===== config.mk =====
export PLATFORM = sky130hd
export DESIGN_NAME = sumsq_to_sqrt_seq_flat
export DESIGN_NICKNAME = d
export VERILOG_FILES = /design/src/rtl/sumsq_to_sqrt_seq_pkg.sv /design/src/rtl/sumsq_to_sqrt_seq_if.sv /design/src/rtl/sumsq_to_sqrt_seq_serial_square_acc.sv /design/src/rtl/sumsq_to_sqrt_seq.sv /design/src/flat_wrapper.sv
export SDC_FILE = /design/constraint.sdc
export NUM_CORES = 1
export LEC_CHECK = 0
export CAP_MARGIN = 20
export CORE_AREA = 3 3 120 122
export DETAILED_ROUTE_END_ITERATION = 10
export DIE_AREA = 0 0 123 125
export HOLD_SLACK_MARGIN = 0.02
export PLACE_DENSITY = 0.74
export SLEW_MARGIN = 20
export SYNTH_ARGS = -nofsm -noshare
export SYNTH_HDL_FRONTEND = slang
export SYNTH_SLANG_ARGS = --single-unit

===== constraint.sdc =====
create_clock -name clk -period 5.1 [get_ports clk]
set_input_delay 1.02 -clock clk [delete_from_list [all_inputs] [get_ports clk]]
set_output_delay 1.02 -clock clk [all_outputs]
set_load 0.05 [all_outputs]

===== src/rtl/sumsq_to_sqrt_seq_pkg.sv =====
// Shared definitions for the sum-of-squares feeder of the CORDIC sqrt stage:
// default data width, FSM state encoding and the saturation value.
package sumsq_to_sqrt_seq_pkg;

  localparam int SUMSQ_DW = 16;

  localparam logic [SUMSQ_DW-1:0] SUMSQ_SAT = {SUMSQ_DW{1'b1}};

  typedef enum logic [1:0] {
    ST_IDLE  = 2'd0,
    ST_SQX   = 2'd1,
    ST_SQY   = 2'd2,
    ST_ISSUE = 2'd3
  } state_t;

endpackage


===== src/rtl/sumsq_to_sqrt_seq_if.sv =====
// Input pair handshake for sumsq_to_sqrt_seq: the upstream (master) offers a
// signed (x,y) pair with s_valid, the feeder (slave) accepts when s_ready.
interface sumsq_to_sqrt_seq_if #(
  parameter int DW = sumsq_to_sqrt_seq_pkg::SUMSQ_DW
);
  logic          s_valid;
  logic          s_ready;
  logic [DW-1:0] x;
  logic [DW-1:0] y;

  modport master (output s_valid, output x, output y, input s_ready);
  modport slave  (input s_valid, input x, input y, output s_ready);
endinterface


===== src/rtl/sumsq_to_sqrt_seq_serial_square_acc.sv =====
// Serial shift-add squarer: one multiplier bit per step, adding the shifted
// operand into a 2*DW accumulator. Loading a new operand does not clear the
// accumulator unless clear_i is set, so x^2 and y^2 accumulate back to back.
// accNext_o exposes the next accumulator value from bit OUT_LSB upward so the
// caller can capture the final sum in the same cycle as the last step.
module serial_square_acc #(
  parameter int DW      = 16,
  parameter int OUT_LSB = DW - 1
) (
  input  logic                      clk,
  input  logic                      rstx,
  input  logic                      load_i,
  input  logic                      clear_i,
  input  logic                      step_i,
  input  logic [DW-1:0]             operand_i,
  output logic                      last_o,
  output logic [2*DW-1:OUT_LSB]     accNext_o
);

  localparam int CW = (DW > 1) ? $clog2(DW) : 1;

  logic [2*DW-1:0] acc_q, acc_d;
  logic [2*DW-1:0] mcand_q, mcand_d;
  logic [DW-1:0]   mplier_q, mplier_d;
  logic [CW-1:0]   cnt_q, cnt_d;

  // Next-state for the accumulator, shifted operands and bit counter; a load
  // in the same cycle as a step still lets that step's addition land.
  always_comb begin
    acc_d    = acc_q;
    mcand_d  = mcand_q;
    mplier_d = mplier_q;
    cnt_d    = cnt_q;
    if (clear_i) begin
      acc_d = '0;
    end else if (step_i && mplier_q[0]) begin
      acc_d = acc_q + mcand_q;
    end
    if (load_i) begin
      mcand_d  = {{DW{1'b0}}, operand_i};
      mplier_d = operand_i;
      cnt_d    = '0;
    end else if (step_i) begin
      mcand_d  = mcand_q << 1;
      mplier_d = mplier_q >> 1;
      cnt_d    = cnt_q + CW'(1);
    end
  end

  // Squarer state registers.
  always_ff @(posedge clk or negedge rstx) begin
    if (!rstx) begin
      acc_q    <= '0;
      mcand_q  <= '0;
      mplier_q <= '0;
      cnt_q    <= '0;
    end else begin
      acc_q    <= acc_d;
      mcand_q  <= mcand_d;
      mplier_q <= mplier_d;
      cnt_q    <= cnt_d;
    end
  end

  assign last_o    = (cnt_q == CW'(DW - 1));
  assign accNext_o = acc_d[2*DW-1:OUT_LSB];

endmodule


===== src/rtl/sumsq_to_sqrt_seq.sv =====
// sumsq_to_sqrt_seq: accepts a signed Q1.(DW-1) pair, forms x^2+y^2 serially,
// converts to unsigned Q1.(DW-1) and hands it to the sequential sqrt stage
// with a one-cycle start once that stage is idle.
// Build option: define SUMSQ_TO_SQRT_ROUND_EN for round-half-up conversion
// (saturating on carry-out); otherwise the result is truncated.
module sumsq_to_sqrt_seq
  import sumsq_to_sqrt_seq_pkg::*;
#(
  parameter int DW = SUMSQ_DW
) (
  input  logic                    clk,
  input  logic                    rstx,
  sumsq_to_sqrt_seq_if.slave      sIf,
  output logic                    busy_o,
  output logic                    sqrt_start_o,
  output logic [DW-1:0]           sqrt_din_o,
  input  logic                    sqrt_busy_i
);

`ifdef SUMSQ_TO_SQRT_ROUND_EN
  localparam int OUT_LSB = DW - 2;
`else
  localparam int OUT_LSB = DW - 1;
`endif

  state_t                  state_q, state_d;
  logic [DW-1:0]           yAbs_q, yAbs_d;
  logic [DW-1:0]           sqrtDin_q, sqrtDin_d;
  logic [DW-1:0]           xAbs, yAbs;
  logic [DW-1:0]           operand;
  logic [DW-1:0]           result;
  logic [2*DW-1:OUT_LSB]   accNext;
  logic                    load, clear, step, last, capture, start;

  // Magnitudes as DW-bit unsigned; the most negative input maps to 2^(DW-1).
  assign xAbs = sIf.x[DW-1] ? (~sIf.x + DW'(1)) : sIf.x;
  assign yAbs = sIf.y[DW-1] ? (~sIf.y + DW'(1)) : sIf.y;

  serial_square_acc #(
    .DW      (DW),
    .OUT_LSB (OUT_LSB)
  ) uSquare (
    .clk       (clk),
    .rstx      (rstx),
    .load_i    (load),
    .clear_i   (clear),
    .step_i    (step),
    .operand_i (operand),
    .last_o    (last),
    .accNext_o (accNext)
  );

  // Convert the Q2.(2DW-2) sum to Q1.(DW-1), saturating anything >= 2.0.
`ifdef SUMSQ_TO_SQRT_ROUND_EN
  logic [DW:0] rounded;
  always_comb begin
    rounded = {1'b0, accNext[2*DW-2:DW-1]} + (DW+1)'(accNext[DW-2]);
    result  = rounded[DW-1:0];
    if (accNext[2*DW-1] || rounded[DW]) begin
      result = {DW{1'b1}};
    end
  end
`else
  always_comb begin
    result = accNext[2*DW-2:DW-1];
    if (accNext[2*DW-1]) begin
      result = {DW{1'b1}};
    end
  end
`endif

  // FSM next state and control: square x, then y into the same accumulator,
  // then wait for the sqrt stage to be idle before issuing start.
  always_comb begin
    state_d   = state_q;
    yAbs_d    = yAbs_q;
    sqrtDin_d = sqrtDin_q;
    load      = 1'b0;
    clear     = 1'b0;
    step      = 1'b0;
    capture   = 1'b0;
    start     = 1'b0;
    operand   = xAbs;
    unique case (state_q)
      ST_IDLE: begin
        if (sIf.s_valid) begin
          load    = 1'b1;
          clear   = 1'b1;
          yAbs_d  = yAbs;
          state_d = ST_SQX;
        end
      end
      ST_SQX: begin
        step = 1'b1;
        if (last) begin
          load    = 1'b1;
          operand = yAbs_q;
          state_d = ST_SQY;
        end
      end
      ST_SQY: begin
        step = 1'b1;
        if (last) begin
          capture = 1'b1;
          state_d = ST_ISSUE;
        end
      end
      ST_ISSUE: begin
        start = ~sqrt_busy_i;
        if (start) begin
          state_d = ST_IDLE;
        end
      end
      default: state_d = ST_IDLE;
    endcase
    if (capture) begin
      sqrtDin_d = result;
    end
  end

  // State, captured |y| and output data registers.
  always_ff @(posedge clk or negedge rstx) begin
    if (!rstx) begin
      state_q   <= ST_IDLE;
      yAbs_q    <= '0;
      sqrtDin_q <= '0;
    end else begin
      state_q   <= state_d;
      yAbs_q    <= yAbs_d;
      sqrtDin_q <= sqrtDin_d;
    end
  end

  assign sIf.s_ready  = (state_q == ST_IDLE);
  assign busy_o       = (state_q != ST_IDLE);
  assign sqrt_start_o = start;
  assign sqrt_din_o   = sqrtDin_q;

endmodule

===== src/flat_wrapper.sv =====
// flat-port wrapper written by rule: the top's interface ports become plain ports
module sumsq_to_sqrt_seq_flat import sumsq_to_sqrt_seq_pkg::*;
#(
  parameter int DW = SUMSQ_DW
)
  (clk, rstx, busy_o, sqrt_start_o, sqrt_din_o, sqrt_busy_i, sIf_s_valid, sIf_x, sIf_y, sIf_s_ready);
  sumsq_to_sqrt_seq_if #(.DW(DW)) sIf_i ();
  input  logic clk;
  input  logic rstx;
  output logic busy_o;
  output logic sqrt_start_o;
  output logic [DW-1:0] sqrt_din_o;
  input  logic sqrt_busy_i;
  input wire logic [$bits(sIf_i.s_valid)-1:0] sIf_s_valid;
  input wire logic [$bits(sIf_i.x)-1:0] sIf_x;
  input wire logic [$bits(sIf_i.y)-1:0] sIf_y;
  output wire logic [$bits(sIf_i.s_ready)-1:0] sIf_s_ready;
  assign sIf_i.s_valid = sIf_s_valid;
  assign sIf_i.x = sIf_x;
  assign sIf_i.y = sIf_y;
  assign sIf_s_ready = sIf_i.s_ready;
  sumsq_to_sqrt_seq #(.DW(DW)) u_core (.clk(clk), .rstx(rstx), .sIf(sIf_i), .busy_o(busy_o), .sqrt_start_o(sqrt_start_o), .sqrt_din_o(sqrt_din_o), .sqrt_busy_i(sqrt_busy_i));
endmodule

After elaboration in Yosys (flattened, before gate mapping)

Cells that the tools add are included.

Add/sub/neg operators: 4
Equality and inequality tests: 8
Mux-type cells: 25
Bitwise logic cells: 3
Reduce and logical (&&, ||, !) cells: 8

Operators with widths:

| operator                | count |
|---|---|
| $mux W32                | 4 |
| $mux W16                | 7 |
| $add A16 B1 Y16 const B | 2 |
| $add A32 B32 Y32        | 1 |
| $not A16 Y16            | 2 |
| $mux W2                 | 4 |
| $mux W4                 | 2 |
| $pmux W2 S4             | 1 |
| $mux W1                 | 6 |
| $reduce_bool A2 Y1      | 3 |
| $add A4 B1 Y4 const B   | 1 |
| $eq A2 B2 Y1 const B    | 2 |
| $eq A4 B4 Y1 const B    | 1 |
| $ne A2 B1 Y1 const B    | 2 |
| $ne A2 B2 Y1 const B    | 2 |
| $reduce_and A4 Y1       | 1 |
| $eq A2 B1 Y1 const B    | 1 |
| $logic_not A2 Y1        | 1 |
| $pmux W1 S2             | 1 |
| $reduce_and A2 Y1       | 1 |
| $reduce_or A2 Y1        | 1 |
| $logic_and A1 B1 Y1     | 1 |
| $not A1 Y1              | 1 |

Flip-flop bits (word level): 118
Input port bits: 36
Output and inout port bits: 19
Logic and storage cells: 56

Depth between registers and ports, before layout

Word-level depth: 7
Mapped depth: 12

By module

Synthesis repeated with hierarchy kept, for this count alone.

Cells, all modules: 864
Area total of the unflattened synthesis: 7503.4 µm²

Modules (own cells, without submodules):

| module            | times used | cells an instance | area an instance (µm²) | seq. area each (µm²) |
|---|---|---|---|---|
| serial_square_acc | 1          | 582               | 5230.0                 | 2102.0 |
| sumsq_to_sqrt_seq | 1          | 282               | 2273.4                 | 850.8 |

Least setup slack after synthesis

OpenSTA, ideal clock, no wires.

Path type: in2reg
Start: input sIf_y[1]
End: register u_core.yAbs_q[13]
Data arrival time: 3.087 ns
Data required time: 4.978 ns
Slack: 1.891 ns
Cell stages on the path: 8
Cell sequence: or3_1 > or3_1 > or3_1 > or3_1 > or3_4 > o31ai_4 > xor2_1 > o21ai_1

Longest elaborated chain between the ends: 3

RTL lines:

| what                   | line                     | text |
|---|---|---|
| start: declaration     | flat_wrapper.sv:16       | `input wire logic [$bits(sIf_i.y)-1:0] sIf_y;` |
| $not A16 Y16           | sumsq_to_sqrt_seq.sv:37  | `assign yAbs = sIf.y[DW-1] ? (~sIf.y + DW'(1)) : sIf.y;` |
| $add A16 B1 Y16        | sumsq_to_sqrt_seq.sv:37  |  |
| $mux W16               | sumsq_to_sqrt_seq.sv:37  |  |
| end signal: assignment | sumsq_to_sqrt_seq.sv:129 | `yAbs_q <= yAbs_d;` |
| end: declaration       | sumsq_to_sqrt_seq.sv:27  | `logic [DW-1:0] yAbs_q, yAbs_d;` |

Every way passes these cells.
A chain may end at the register's enable or synchronous reset.

Final worst setup path

Start: register u_core.uSquare.mcand_q[4]
End: register u_core.sqrtDin_q[2] (netlist: u_core.sqrt_din_o[2])

Longest elaborated chain between the ends: 4

RTL lines:

| what                     | line                                      | text |
|---|---|---|
| start: declaration       | sumsq_to_sqrt_seq_serial_square_acc.sv:23 | `logic [2*DW-1:0] mcand_q, mcand_d;` |
| start signal: assignment | sumsq_to_sqrt_seq_serial_square_acc.sv:59 | `mcand_q <= mcand_d;` |
| $add A32 B32 Y32         | sumsq_to_sqrt_seq_serial_square_acc.sv:37 | `acc_d = acc_q + mcand_q;` |
| $mux W32                 | sumsq_to_sqrt_seq_serial_square_acc.sv:36 | `end else if (step_i && mplier_q[0]) begin` |
| $mux W32                 | sumsq_to_sqrt_seq_serial_square_acc.sv:34 | `if (clear_i) begin` |
| $mux W16                 | sumsq_to_sqrt_seq.sv:66                   | `if (accNext[2*DW-1]) begin` |
| end signal: assignment   | sumsq_to_sqrt_seq.sv:130                  | `sqrtDin_q <= sqrtDin_d;` |
| end: declaration         | sumsq_to_sqrt_seq.sv:28                   | `logic [DW-1:0] sqrtDin_q, sqrtDin_d;` |

Every way passes these cells. The select of a mux whose other input is x is not followed.

==> flow_summary.json <==
{
  "synth_top_area_share_pct": 40.52,
  "drive_gt1_share_pct": 5.044,
  "drv_slew": 0,
  "cts.sinks": 118,
  "num_vias": 6471,
  "drt_iter0_markers": 503,
  "io_pins": 55,
  "synth_edf_count": 0,
  "antenna_cells": 0,
  "synthTopCellsByArea": "dfrtp_1 (41%), a21oi_1 (6.7%), nand2_1 (6.6%), ha_1 (6.5%), nor2_1 (5.3%)",
  "status": "complete, no violations",
  "fmax_ghz": 0.2835,
  "gp_congestion": 0.9075,
  "slew_headroom_pct": 46.27,
  "antenna_found_initial": 0,
  "power.leakage_uw": 0.003971,
  "synth_area_sq_um": 7288,
  "wirelength_um": 18650,
  "synthCells": 855,
  "clockBufferDepth": 2,
  "grt_remaining_overflow": 0,
  "dieArea_sq_um": 15380,
  "synth_area_leader_cell": "dfrtp_1",
  "first_pass_iters": 5,
  "fill_cells": 1049,
  "fin_util_pct": 64.53,
  "routedWlPerCell_um": 17.14,
  "fin_nets": 975,
  "core.rowCount": 42,
  "finalSetupViolations": 0,
  "initial_core_util_pct": 54.82,
  "core_sq_um": 13300,
  "fp.dieH_um": 125,
  "holdWs_ns": 0.4765,
  "root_buffer": "clkbuf_16",
  "yosysWarnings": 0,
  "routed_via_density": 5.948,
  "syn2layout_area_growth_pct": 17.72,
  "finalSetupTns_ns": 0,
  "final.period_utilization_pct": 69.16,
  "grt_max_degree": 51,
  "synth-main-ff-cell": "dfrtp_1",
  "crit_arrival_ns": 3.79,
  "die_w_um": 123,
  "pwr_density_cell_nw_per_um2": 755.6,
  "end_kind": "register",
  "required_ns": 5.36,
  "drc": 0,
  "postCtsHoldBufs": 0,
  "rsz0062_at_grt": "false",
  "synth_area_per_cell_sq_um": 8.524,
  "post_cts_buffers": 0,
  "grt_usage_pct": 25.42,
  "final_cell_mix": "nand2_1 (128), dfrtp_1 (118), nor2_1 (102), a21oi_1 (97), clkdlybuf4s50_1 (53)",
  "startpoint_type": "register",
  "cts_resized": 0,
  "port_buffers": 54,
  "critPathMaxFanout": 13,
  "fin_crit_ns": 3.527,
  "hold_class": "reg2reg",
  "dp_hpwl_um": 13520,
  "cts_tree": "yes",
  "path_class": "reg2reg",
  "cts-htree-levels": 4,
  "path_clk_slew_ns": 0.05,
  "synth-seq-area-share_pct": 40.52,
  "synth_nets": 930,
  "synth_cell_types": 57,
  "grt_pass1_wl_um": 31190,
  "ant_nets": 0,
  "clk_latency_ns": 0.42,
  "grt_pass1_vias": 6206,
  "maxCapViolations": 0,
  "final.setup_skew_ns": 0.008749,
  "cts-buffers-inserted": 17,
  "async_reset_ff_share_pct": 100.0,
  "worstMarginPinSlew_ns": 0.8040,
  "mostFrequentLayoutCell": "nand2_1",
  "final_hold_viol_count": 0,
  "vdd_drop_max_v": 0.0004265,
  "synth-seq-cells": 118
}
[power breakdown]
| part | internal [uW] | switching, uW |
|---|---|---|
| clock | 838 | 417 |
| combinational | 1340 | 2210 |
| sequential | 1370 | 305 |
[registers in the layout (all words and copies together) (netlist names)]
signal,count
u_core.uSquare.acc_q,32
u_core.uSquare.mcand_q,32
u_core.sqrt_din_o,16
u_core.uSquare.mplier_q,16
u_core.yAbs_q,16
u_core.uSquare.cnt_q,4
u_core.state_q,2
[worst max-delay path, cell delays in order (launching register included)]
cell and delay, ns:
dfrtp_1 0.41, ha_1 0.34, a21oi_1 0.29, o21ai_1 0.22, o2111ai_1 0.38, a21oi_1 0.17, a2111o_1 0.43, a21o_1 0.19
and3_1 0.21, o21ai_2 0.54, a21oi_1 0.18
[cell families after synthesis]
kind of cell,share of synthesized area (%)
and+or+nand+nor,18.18
AOI/OAI and AO/OA,21.91
DFF,40.51
buffers and inverters,3.536
xor gates and xnor gates,5.768
adders and majority gates,6.798
muxes,3.296
[final cells by class]
type	count	area [sq um]	area share, %
Clock buffer	23	467.9	5.454
Inverter	26	97.59	1.138
Tap cell	176	220.2	2.567
Multi-Input combinational cell	673	4080	47.56
Timing Repair Buffer	64	613.1	7.146
Clock inverter	8	147.6	1.721
Sequential cell	118	2953	34.42
[worst paths after layout]
path                                                  start  cells after the start  slack, ns                     endpoint
worst max-delay path              u_core.uSquare.mcand_q[4]                     10       1.57         u_core.sqrt_din_o[2]
worst min-delay path            u_core.uSquare.mplier_q[15]                      1       0.48  u_core.uSquare.mplier_q[15]
worst max register to register    u_core.uSquare.mcand_q[4]                     10       1.57         u_core.sqrt_din_o[2]
worst min register to register  u_core.uSquare.mplier_q[15]                      1       0.48  u_core.uSquare.mplier_q[15]
max in group asynchronous                              rstx                      2       3.56   u_core.uSquare.mplier_q[9]
min in group asynchronous                              rstx                      1       0.54        u_core.sqrt_din_o[13]
[metrics by stage]
stage	std cells	power, uW	area, sq um	setup slack [ns]
finish	1088	6483	8579	1.573
global route	1088	6981	8579	1.326
CTS	1088	6454	8579	1.602
detailed placement	1057	5159	7964	1.311
global placement	1057	5024	7964	1.374
floorplan	855	4264	7288	1.891
[layer usage]
metal | part of all wire, % | global-route usage, % | wire [um]
met5 | 0 | 0 | 0
met3 | 5.2 | 4.336 | 979
met4 | 1.8 | 8.274 | 332
met2 | 46 | 38.89 | 8520
met1 | 47 | 36.91 | 8817
[synthesized netlist by cell type (4+ instances only)]
cell type  count
o21bai_1       4
inv_1         26
or3_1          6
o31ai_1        7
and2_1         9
xnor2_1       22
a31oi_1       10
or2_2          4
o21ai_0       50
nand2b_1       6
a22o_1         4
and3_1        10
a211oi_1      16
a41oi_1        4
nand3_1        8
o21a_1         9
a21oi_1       97
nor3_1        12
o22a_1         5
xor2_1        26
ha_1          38
clkbuf_1      31
a21o_1        15
mux2i_1       24
dfrtp_1      118
nor2b_1        7
nand2_1      128
nor2_1       103
o211ai_1       6
Power figures use the tool's default switching activity.
